<file path="src/rtl/pattern_match_module.sv">
`default_nettype none
// ============================================================================
// Module   : pattern_match_module
// Purpose  : Byte-serial pattern matcher for one channel of the pattern-
//            matching peripheral. Holds a programmable 1..MAX_PAT byte
//            pattern and scans words of stream bytes one byte per clock,
//            detecting matches that span word boundaries. Raises a sticky
//            ACCEPTED_STATUS flag when the pattern occurs in the stream.
// Ports    :
//   clk             in  1       rising-edge clock
//   rst_n           in  1       asynchronous active-low reset
//   INP_DATA        in  DATA_W  pattern or stream bytes, byte 0 first
//   INP_CONTROL     in  CTRL_W  [15:14] cmd (00 NOP,01 LOAD,10 DATA,11 CLEAR)
//                               LOAD: [2:0]=len-1; DATA: [3:0]=N, [4]=LAST
//   DATA_VALID      in  1       INP_DATA/INP_CONTROL valid this cycle
//   READY_STATUS    out 1       transaction can be accepted this cycle
//   ACCEPTED_STATUS out 1       sticky: pattern seen since last CLEAR/LOAD
// Revision : 1.0 - initial release
// ============================================================================
module pattern_match_module #(
  parameter int DATA_W  = 64,
  parameter int CTRL_W  = 16,
  parameter int MAX_PAT = 8
) (
  input  logic              clk,
  input  logic              rst_n,
  input  logic [DATA_W-1:0] INP_DATA,
  input  logic [CTRL_W-1:0] INP_CONTROL,
  input  logic              DATA_VALID,
  output logic              READY_STATUS,
  output logic              ACCEPTED_STATUS
);

  localparam logic [0:0] C_IDLE = 1'b0;
  localparam logic [0:0] C_SCAN = 1'b1;

  localparam logic [1:0] C_CMD_NOP   = 2'b00;
  localparam logic [1:0] C_CMD_LOAD  = 2'b01;
  localparam logic [1:0] C_CMD_DATA  = 2'b10;
  localparam logic [1:0] C_CMD_CLEAR = 2'b11;

  localparam logic [3:0] C_MAX = 4'(MAX_PAT);

  logic [0:0]        state_q,   state_d;
  logic [DATA_W-1:0] pattern_q, pattern_d;
  logic [3:0]        pat_len_q, pat_len_d;
  logic              pat_vld_q, pat_vld_d;
  logic [DATA_W-1:0] hist_q,    hist_d;     // byte 0 = most recent byte
  logic [3:0]        cnt_q,     cnt_d;      // saturating history fill level
  logic [DATA_W-1:0] word_q,    word_d;     // byte 0 = next byte to scan
  logic [3:0]        rem_q,     rem_d;      // bytes still to scan
  logic              last_q,    last_d;
  logic              acc_q,     acc_d;

  logic [1:0]         w_cmd;
  logic [3:0]         w_nbytes;
  logic [DATA_W-1:0]  w_hist_new;
  logic [3:0]         w_cnt_new;
  logic [MAX_PAT-1:0] w_cmp;
  logic               w_len_hit;
  logic               w_match;
  logic               w_unused_ctrl;

  assign w_cmd         = INP_CONTROL[15:14];
  assign w_unused_ctrl = &{1'b0, INP_CONTROL[13:5]};

  // A byte count of zero or above the word size means a full word.
  assign w_nbytes = ((INP_CONTROL[3:0] == 4'd0) || (INP_CONTROL[3:0] > C_MAX))
                    ? C_MAX : INP_CONTROL[3:0];

  // History and count as they will be once the current byte is shifted in.
  assign w_hist_new = {hist_q[DATA_W-9:0], word_q[7:0]};
  assign w_cnt_new  = (cnt_q == C_MAX) ? cnt_q : cnt_q + 4'd1;

  // For every candidate length l, pattern byte j must equal the byte seen
  // l-1-j bytes ago (oldest history byte lines up with pattern byte 0).
  always_comb begin
    w_cmp     = '0;
    w_len_hit = 1'b0;
    for (int l = 1; l <= MAX_PAT; l++) begin
      w_cmp[l-1] = 1'b1;
      for (int j = 0; j < l; j++) begin
        if (pattern_q[8*j +: 8] != w_hist_new[8*(l-1-j) +: 8]) begin
          w_cmp[l-1] = 1'b0;
        end
      end
      if (pat_len_q == 4'(l)) begin
        w_len_hit = w_cmp[l-1];
      end
    end
  end

  assign w_match = pat_vld_q && (w_cnt_new >= pat_len_q) && w_len_hit;

  always_comb begin
    state_d   = state_q;
    pattern_d = pattern_q;
    pat_len_d = pat_len_q;
    pat_vld_d = pat_vld_q;
    hist_d    = hist_q;
    cnt_d     = cnt_q;
    word_d    = word_q;
    rem_d     = rem_q;
    last_d    = last_q;
    acc_d     = acc_q;

    case (state_q)
      C_IDLE: begin
        if (DATA_VALID) begin
          case (w_cmd)
            C_CMD_LOAD: begin
              pattern_d = INP_DATA;
              pat_len_d = {1'b0, INP_CONTROL[2:0]} + 4'd1;
              pat_vld_d = 1'b1;
              acc_d     = 1'b0;
              hist_d    = '0;
              cnt_d     = '0;
            end
            C_CMD_DATA: begin
              word_d  = INP_DATA;
              rem_d   = w_nbytes;
              last_d  = INP_CONTROL[4];
              state_d = C_SCAN;
            end
            C_CMD_CLEAR: begin
              acc_d  = 1'b0;
              hist_d = '0;
              cnt_d  = '0;
            end
            C_CMD_NOP: begin
            end
            default: begin
            end
          endcase
        end
      end
      C_SCAN: begin
        hist_d = w_hist_new;
        cnt_d  = w_cnt_new;
        word_d = word_q >> 8;
        rem_d  = rem_q - 4'd1;
        if (w_match) begin
          acc_d = 1'b1;
        end
        if (rem_q == 4'd1) begin
          state_d = C_IDLE;
          // LAST: forget the stream so no match spans into the next word.
          if (last_q) begin
            hist_d = '0;
            cnt_d  = '0;
          end
        end
      end
      default: state_d = C_IDLE;
    endcase
  end

  always_ff @(posedge clk or negedge rst_n) begin
    if (!rst_n) begin
      state_q   <= C_IDLE;
      pattern_q <= '0;
      pat_len_q <= 4'd1;
      pat_vld_q <= 1'b0;
      hist_q    <= '0;
      cnt_q     <= '0;
      word_q    <= '0;
      rem_q     <= '0;
      last_q    <= 1'b0;
      acc_q     <= 1'b0;
    end else begin
      state_q   <= state_d;
      pattern_q <= pattern_d;
      pat_len_q <= pat_len_d;
      pat_vld_q <= pat_vld_d;
      hist_q    <= hist_d;
      cnt_q     <= cnt_d;
      word_q    <= word_d;
      rem_q     <= rem_d;
      last_q    <= last_d;
      acc_q     <= acc_d;
    end
  end

  assign READY_STATUS    = (state_q == C_IDLE);
  assign ACCEPTED_STATUS = acc_q;

endmodule
`default_nettype wire

</file>
<file path="config.mk">
export PLATFORM = sky130hd
export DESIGN_NAME = pattern_match_module
export DESIGN_NICKNAME = d
export VERILOG_FILES = /design/src/rtl/pattern_match_module.sv
export SDC_FILE = /design/constraint.sdc
export NUM_CORES = 1
export LEC_CHECK = 0
export CORE_MARGIN = 2
export CORE_UTILIZATION = 49
export CTS_CLUSTER_DIAMETER = 100
export DETAILED_ROUTE_END_ITERATION = 12
export PLACE_DENSITY_LB_ADDON = 0.25
export SYNTH_ARGS = -nofsm -noshare
export SYNTH_HDL_FRONTEND = slang
export SYNTH_SLANG_ARGS = --single-unit
</file>
<file path="constraint.sdc">
create_clock -name clk -period 4.7 [get_ports clk]
set_input_delay 0.47 -clock clk [delete_from_list [all_inputs] [get_ports clk]]
set_output_delay 0.47 -clock clk [all_outputs]
set_load 0.05 [all_outputs]
</file>
==> impl_metrics.tcl, run 1 <==
set metrics [dict create \
    outcome "completed" \
    reg2reg_from "word_q[5]$_DFFE_PN0P_" \
    end_kind "primary output" \
    reg2reg_slack_ps 2010 \
    path_clk_slew_ps 100 \
    hold_path.class "in2async" \
    first_iter_violations 892 \
    cts_htree_levels 4 \
    reg2reg_depth 7 \
    grt-ovfl-total 0 \
    num_io_pins 85 \
    finalPower_mw 10.6 \
    maxCapViolations 0 \
    setup_viol 0 \
    tns_ps 0 \
    ys_seq_area_share_pct 41.8 \
    fin_crit_ps 2700 \
    final_cells 1563 \
    seq_power_share_pct 44.6 \
    start_util_pct 49.5 \
    switchingPower_mw 5.06 \
    drcViolationCount 0 \
    async_flop_share_pct 100 \
    grt_pass1_vias 8964 \
    netlist_area_sq_um 12000 \
    skew_ps 19.1 \
    postLayoutCellArea_sq_um 13100 \
    synth_nets 1357 \
    cts.sinks 200 \
    grt_max_degree 107 \
    startpoint_type "register" \
    timing.rr.end "ACCEPTED_STATUS$_DFFE_PN0P_" \
    final_max_slew_viol_count 0 \
    synth-warning-count 0 \
    dp_hpwl_microns 28000 \
    max_freq_mhz 371 \
    antenna_found_initial 0 \
    final_common_cell "nand2_1" \
    cp_max_fo 33 \
    ctsResizeCount 0 \
    detail_route.wl_per_cell_microns 25.3 \
    core_area_sq_um 24200 \
    vias 9111 \
    placed_area_sq_um 12400 \
    vdd_drop_max_mv 0.332 \
    final_cell_mix "282 x nand2_1, 260 x xnor2_1, 198 x dfrtp_1, 74 x clkdlybuf4s50_1, 71 x nand4_1" \
    grt_pass1_wl_microns 59800 \
    cts_setup_buffers 0 \
    combPwrFrac_pct 39.8 \
    gp_congestion 1.01 \
    routed_wirelength_microns 39600 \
    post-place-ws_ps 1980 \
    synth-seq-cells 200 \
    chipHeight_microns 160 \
    synth_edf_count 0 \
    switching_share_pct 47.7 \
    clk_latency_ps 460 \
    num_rows 57 \
    die_area_sq_um 25700 \
    rsz0062_at_grt "false" \
    p_int_mw 5.55 \
    power.share.clock_pct 15.6 \
    slew_headroom_pct 34.9 \
    hold_viol 0 \
    clockBufferDepth 2 \
    synth_cells 1264 \
    cts_buffers 17 \
    required_ps 4230 \
    criticalPathCategory "reg2out" \
    cts_tree "done" \
    n_antenna_cell 0 \
    area_growth_syn_to_layout_pct 9.29 \
    grt_usage_pct 31.7 \
    arrival_ps 2230 \
    synth_area_per_cell_sq_um 9.47 \
    antenna_left 0 \
    vias_per_cell 5.83 \
    cts_root_buffer "clkbuf_16" \
    synth_cell_types 45 \
    io_buffers 75 \
    placed_cells 1531 \
    ys.flop_type "dfrtp_1" \
    finalCritPeriodShare_pct 57.3 \
    fin_nets 1319 \
    leakage_nw 5.53 \
    max_slew.worst_pin.slew_ps 975 \
    holdBufCountCts 0 \
    die_w_microns 160 \
    layout_setup_ws_ps 2000 \
    power_density_nw_per_um2 810 \
    drive_above_1_share_pct 4.44 \
    dr.pass1.iters 7 \
]
registers in the layout, summed over array words and instances, names as in the netlist:
signal / flops
word_q: 64
rem_q: 4
pat_vld_q: 1
ACCEPTED_STATUS: 1
last_q: 1
state_q: 1
hist_q: 56
cnt_q: 4
pat_len_q: 4
pattern_q: 64
synth_stat cells (4+ instances only):
cell      number  area, sq um
nor4_1        20          125
buf_6         24          270
nand4_1       71          444
dfrtp_1      199         4980
buf_4         10         75.1
nand2_1      282         1060
clkbuf_2       4         20.0
a22o_1        58          508
nand3_1        6         30.0
xnor2_1      260         2280
xor2_1        31          272
buf_2         57          285
ha_1          10          125
mux2i_1       57          571
nor2_1         6         22.5
o21ai_1        5         25.0
nor3_1         7         35.0
clkbuf_1      42          158
inv_1         10         37.5
o21ai_0       58          290
a21oi_1       13         65.1
cell type report:
type | instances | area [sq um]
tap | 324 | 405
clock inverter | 15 | 241
inverter | 10 | 37.5
fill | 2253 | 11100
sequential | 200 | 5010
timing repair buffer | 82 | 820
multi-input combinational | 915 | 6150
clock buffer | 17 | 425
worst max-delay path by stage:
stage | start | endpoint | slack [ps]
finish | state_q$_DFF_PN0_ | READY_STATUS | 2000
global route | state_q$_DFF_PN0_ | READY_STATUS | 1940
CTS | state_q$_DFF_PN0_ | READY_STATUS | 2000
detailed placement | INP_CONTROL[14] | word_q[38]$_DFFE_PN0P_ | 1980
global placement | INP_CONTROL[14] | word_q[43]$_DFFE_PN0P_ | 2020
floorplan | cnt_q[0]$_DFFE_PN0P_ | ACCEPTED_STATUS$_DFFE_PN0P_ | 2630
through the flow:
step           hold WS (ps)  util (%)
2_1_floorplan           174         -
3_3_place_gp            452      51.4
3_5_place_dp            453      51.4
4_1_cts                 108      54.1
5_1_grt                 144      54.1
6_report               75.3      54.1
power by group through the flow:
stage	combinational, mW	clock, mW	sequential [mW]
3_3_place_gp	4.13	0	4.72
6_report	4.22	1.65	4.73
5_1_grt	4.69	1.74	4.80
2_1_floorplan	4.68	0	2.88
3_5_place_dp	4.20	0	4.69
4_1_cts	4.22	1.67	4.66
logic make-up after synthesis:
kind of cell / Yosys count / share of synthesized area [%]
xor gates and xnor gates: 294 / 21.7
buffers and inverters: 149 / 7.13
adders and majority gates: 10 / 1.04
DFF: 200 / 41.8
and+or+nand+nor: 405 / 15.1
muxes: 58 / 4.86
AOI/OAI and AO/OA: 148 / 8.37
critical path, cell delays in order, from the launching register on:
cell	delay (ps)
dfrtp_4	650
inv_1	260
clkdlybuf4s50_1	860
per-layer routing:
layer | track usage, % | wire length, microns
met1 | 44.2 | 17500
met3 | 6.40 | 2650
met2 | 47.7 | 17600
met5 | 0 | 0
met4 | 14.8 | 1880
(Power assumes the default switching activity.)
==> run 2, diff against run 1 <==
Clock period 4.7 ns to 2.18 ns, I/O delays scaled along.
==> run 2 against run 1 <==
Compared with the run above:
- worst hold slack improved by 260 ps
- largest power group is now combinational cells
- critical path depth rose by 11
- sequential share of layout area fell by 3.2 points
==> impl_metrics.tcl, run 2 (synthesis gave the netlist of run 1 again) <==
set metrics [dict create \
    switching_share_pct 45.9 \
    fillCellCount 2121 \
    max_slew.worst_pin.slew_ps 635 \
    cts_tree "done" \
    num_rows 57 \
    gp_congestion 0.959 \
    grt_pass1_vias 9781 \
    clk_latency_ps 460 \
    final_cell_mix "281 x nand2_1, 259 x xnor2_1, 198 x dfrtp_1, 121 x buf_4, 73 x clkdlybuf4s50_1" \
    die_area_sq_um 25700 \
    drcViolationCount 0 \
    hold_path.class "in2reg" \
    combPwrFrac_pct 53.0 \
    end_kind "register" \
    max_stage_delay_ps 390 \
    top_regs "pattern_q x64, word_q x64, hist_q x56" \
    chipHeight_microns 160 \
    required_ps 2510 \
    detail_route.wl_per_cell_microns 24.7 \
    fin_nets 1450 \
    fin_util_pct 59.0 \
    cts_root_buffer "clkbuf_16" \
    finalCritPeriodShare_pct 96.5 \
    slew_headroom_pct 57.7 \
    final_common_cell "nand2_1" \
    whs_ps 332 \
    drive_above_1_share_pct 14.2 \
    seq_power_share_pct 33.8 \
    cpMaxStageDelayCell "dfrtp_1" \
    die_w_microns 160 \
    grt_busiest_layer "met2" \
    grt_pass1_wl_microns 62700 \
    globalRouteMet2Util_pct 50.6 \
    clockBufferDepth 2 \
    grt_util_met3_pct 4.88 \
    reg2reg_slack_ps 80 \
    path_cells "inv_2, ha_4, nand2_4, nor2_4, xnor2_2, ha_1, nand2b_4, a21o_1, a21o_1, a21oi_2, a211oi_2, o311ai_1, nand2_1" \
    power_density_nw_per_um2 1750 \
    num_io_pins 85 \
    final_max_slew_viol_count 0 \
    startpoint_type "register" \
    grt_max_degree 122 \
    outcome "completed" \
    first_iter_violations 1003 \
    cts_buffers 17 \
    path_clk_slew_ps 90 \
    cts_htree_levels 4 \
    vias_per_cell 5.68 \
    cts.sinks 200 \
    placed_cells 1655 \
    grt_use_met1_pct 46.5 \
    skew_ps 24.9 \
    grt_usage_pct 33.2 \
    start_util_pct 49.5 \
    maxCapViolations 0 \
    holdPathStages 3 \
    area_growth_syn_to_layout_pct 19.2 \
    criticalPathCategory "reg2reg" \
    rsz0062_at_grt "true" \
    final_cells 1694 \
    path_common_cell "a21o_1" \
    cp_max_fo 2 \
    routed_wirelength_microns 41800 \
    antenna_found_initial 0 \
    hold_viol 0 \
    core_area_sq_um 24200 \
    vias 9621 \
    io_buffers 75 \
    leakage_nw 6.26 \
    arrival_ps 2430 \
    reg2reg_depth 13 \
    power.share.clock_pct 13.2 \
    n_antenna_cell 0 \
    dp_hpwl_microns 31700 \
    grt-ovfl-total 0 \
    antenna_left 0 \
    max_freq_mhz 475 \
    p_int_mw 13.5 \
    switchingPower_mw 11.5 \
    dr.pass1.iters 5 \
    vdd_drop_max_mv 0.789 \
    setup_viol 0 \
    fin_crit_ps 2100 \
]
run 2: cell types whose count changed in the layout (fill, tap and decap cells not counted), sizes merged:
| cell | change |
|---|---|
| buf | +131 |
| bufinv | -1 |
| clkbuf | +1 |
| clkdlybuf4s50 | -1 |
| clkinv | +4 |
| dlygate4sd3 | +1 |
| inv | -4 |
run 2: repair_timing:
action,CTS,global route
hold buffers,1,0
pin swaps,6,10
resized for setup,7,5
endpoints found under the setup margin,1,1
hold endpoints to repair,55,0
buffers inserted,5,1
run 2: final timing paths:
| path | endpoint | start |
|---|---|---|
| min reg2reg | pat_vld_q$_DFFE_PN0P_ | pat_vld_q$_DFFE_PN0P_ |
| max in group asynchronous | pat_len_q[0]$_DFFE_PN1P_ | rst_n |
| max reg2reg | ACCEPTED_STATUS$_DFFE_PN0P_ | cnt_q[0]$_DFFE_PN0P_ |
| min | pattern_q[45]$_DFFE_PN0P_ | INP_DATA[45] |
| min in group asynchronous | pattern_q[26]$_DFFE_PN0P_ | rst_n |
| max | ACCEPTED_STATUS$_DFFE_PN0P_ | cnt_q[0]$_DFFE_PN0P_ |
run 2: layout make-up:
| cell class | instances | area [sq um] | area share, % |
|---|---|---|---|
| inverters | 10 | 37.5 | 0.263 |
| flip-flops and latches | 200 | 5010 | 35.1 |
| clock buffers | 18 | 429 | 3.01 |
| repair buffers | 213 | 2000 | 14.0 |
| clock inverters | 14 | 190 | 1.33 |
| multi-input cells | 915 | 6200 | 43.4 |
| well taps | 324 | 405 | 2.84 |
run 2: routing by layer:
layer | vias up | share of wire [%]
met3 | 96 | 6.5
met1 | 4749 | 44
met4 | 0 | 5.1
met2 | 414 | 44
met5 | - | 0
li1 | 4362 | -
run 2: stage by stage:
step                      area [sq um]  setup TNS (ps)  power, mW  setup WS [ps]
after floorplan                  12000               0       16.3            115
after global placement           13500           -45.2       21.3          -45.2
after detailed placement         13500            -101       21.3           -101
after CTS                        14200               0       24.8           9.94
after global routing             14300           -91.9       26.3          -91.9
final                            14300               0       25.0           76.2
run 2: worst max-delay path, delay by kind of cell (launching register included):
kind            cells  cell delay [ps]
fa+ha+maj           2              390
xor+xnor            1              130
flops               1              390
compound gates      5              630
buf+inv             1               80
simple gates        4              380
run 2: power by group through the flow:
stage	registers, mW	clock network (mW)	logic (mW)
final	8.48	3.30	13.3
after global routing	8.61	3.49	14.2
after detailed placement	8.43	0	12.9
after CTS	8.37	3.36	13.1
after floorplan	6.20	0	10.1
after global placement	8.41	0	12.9
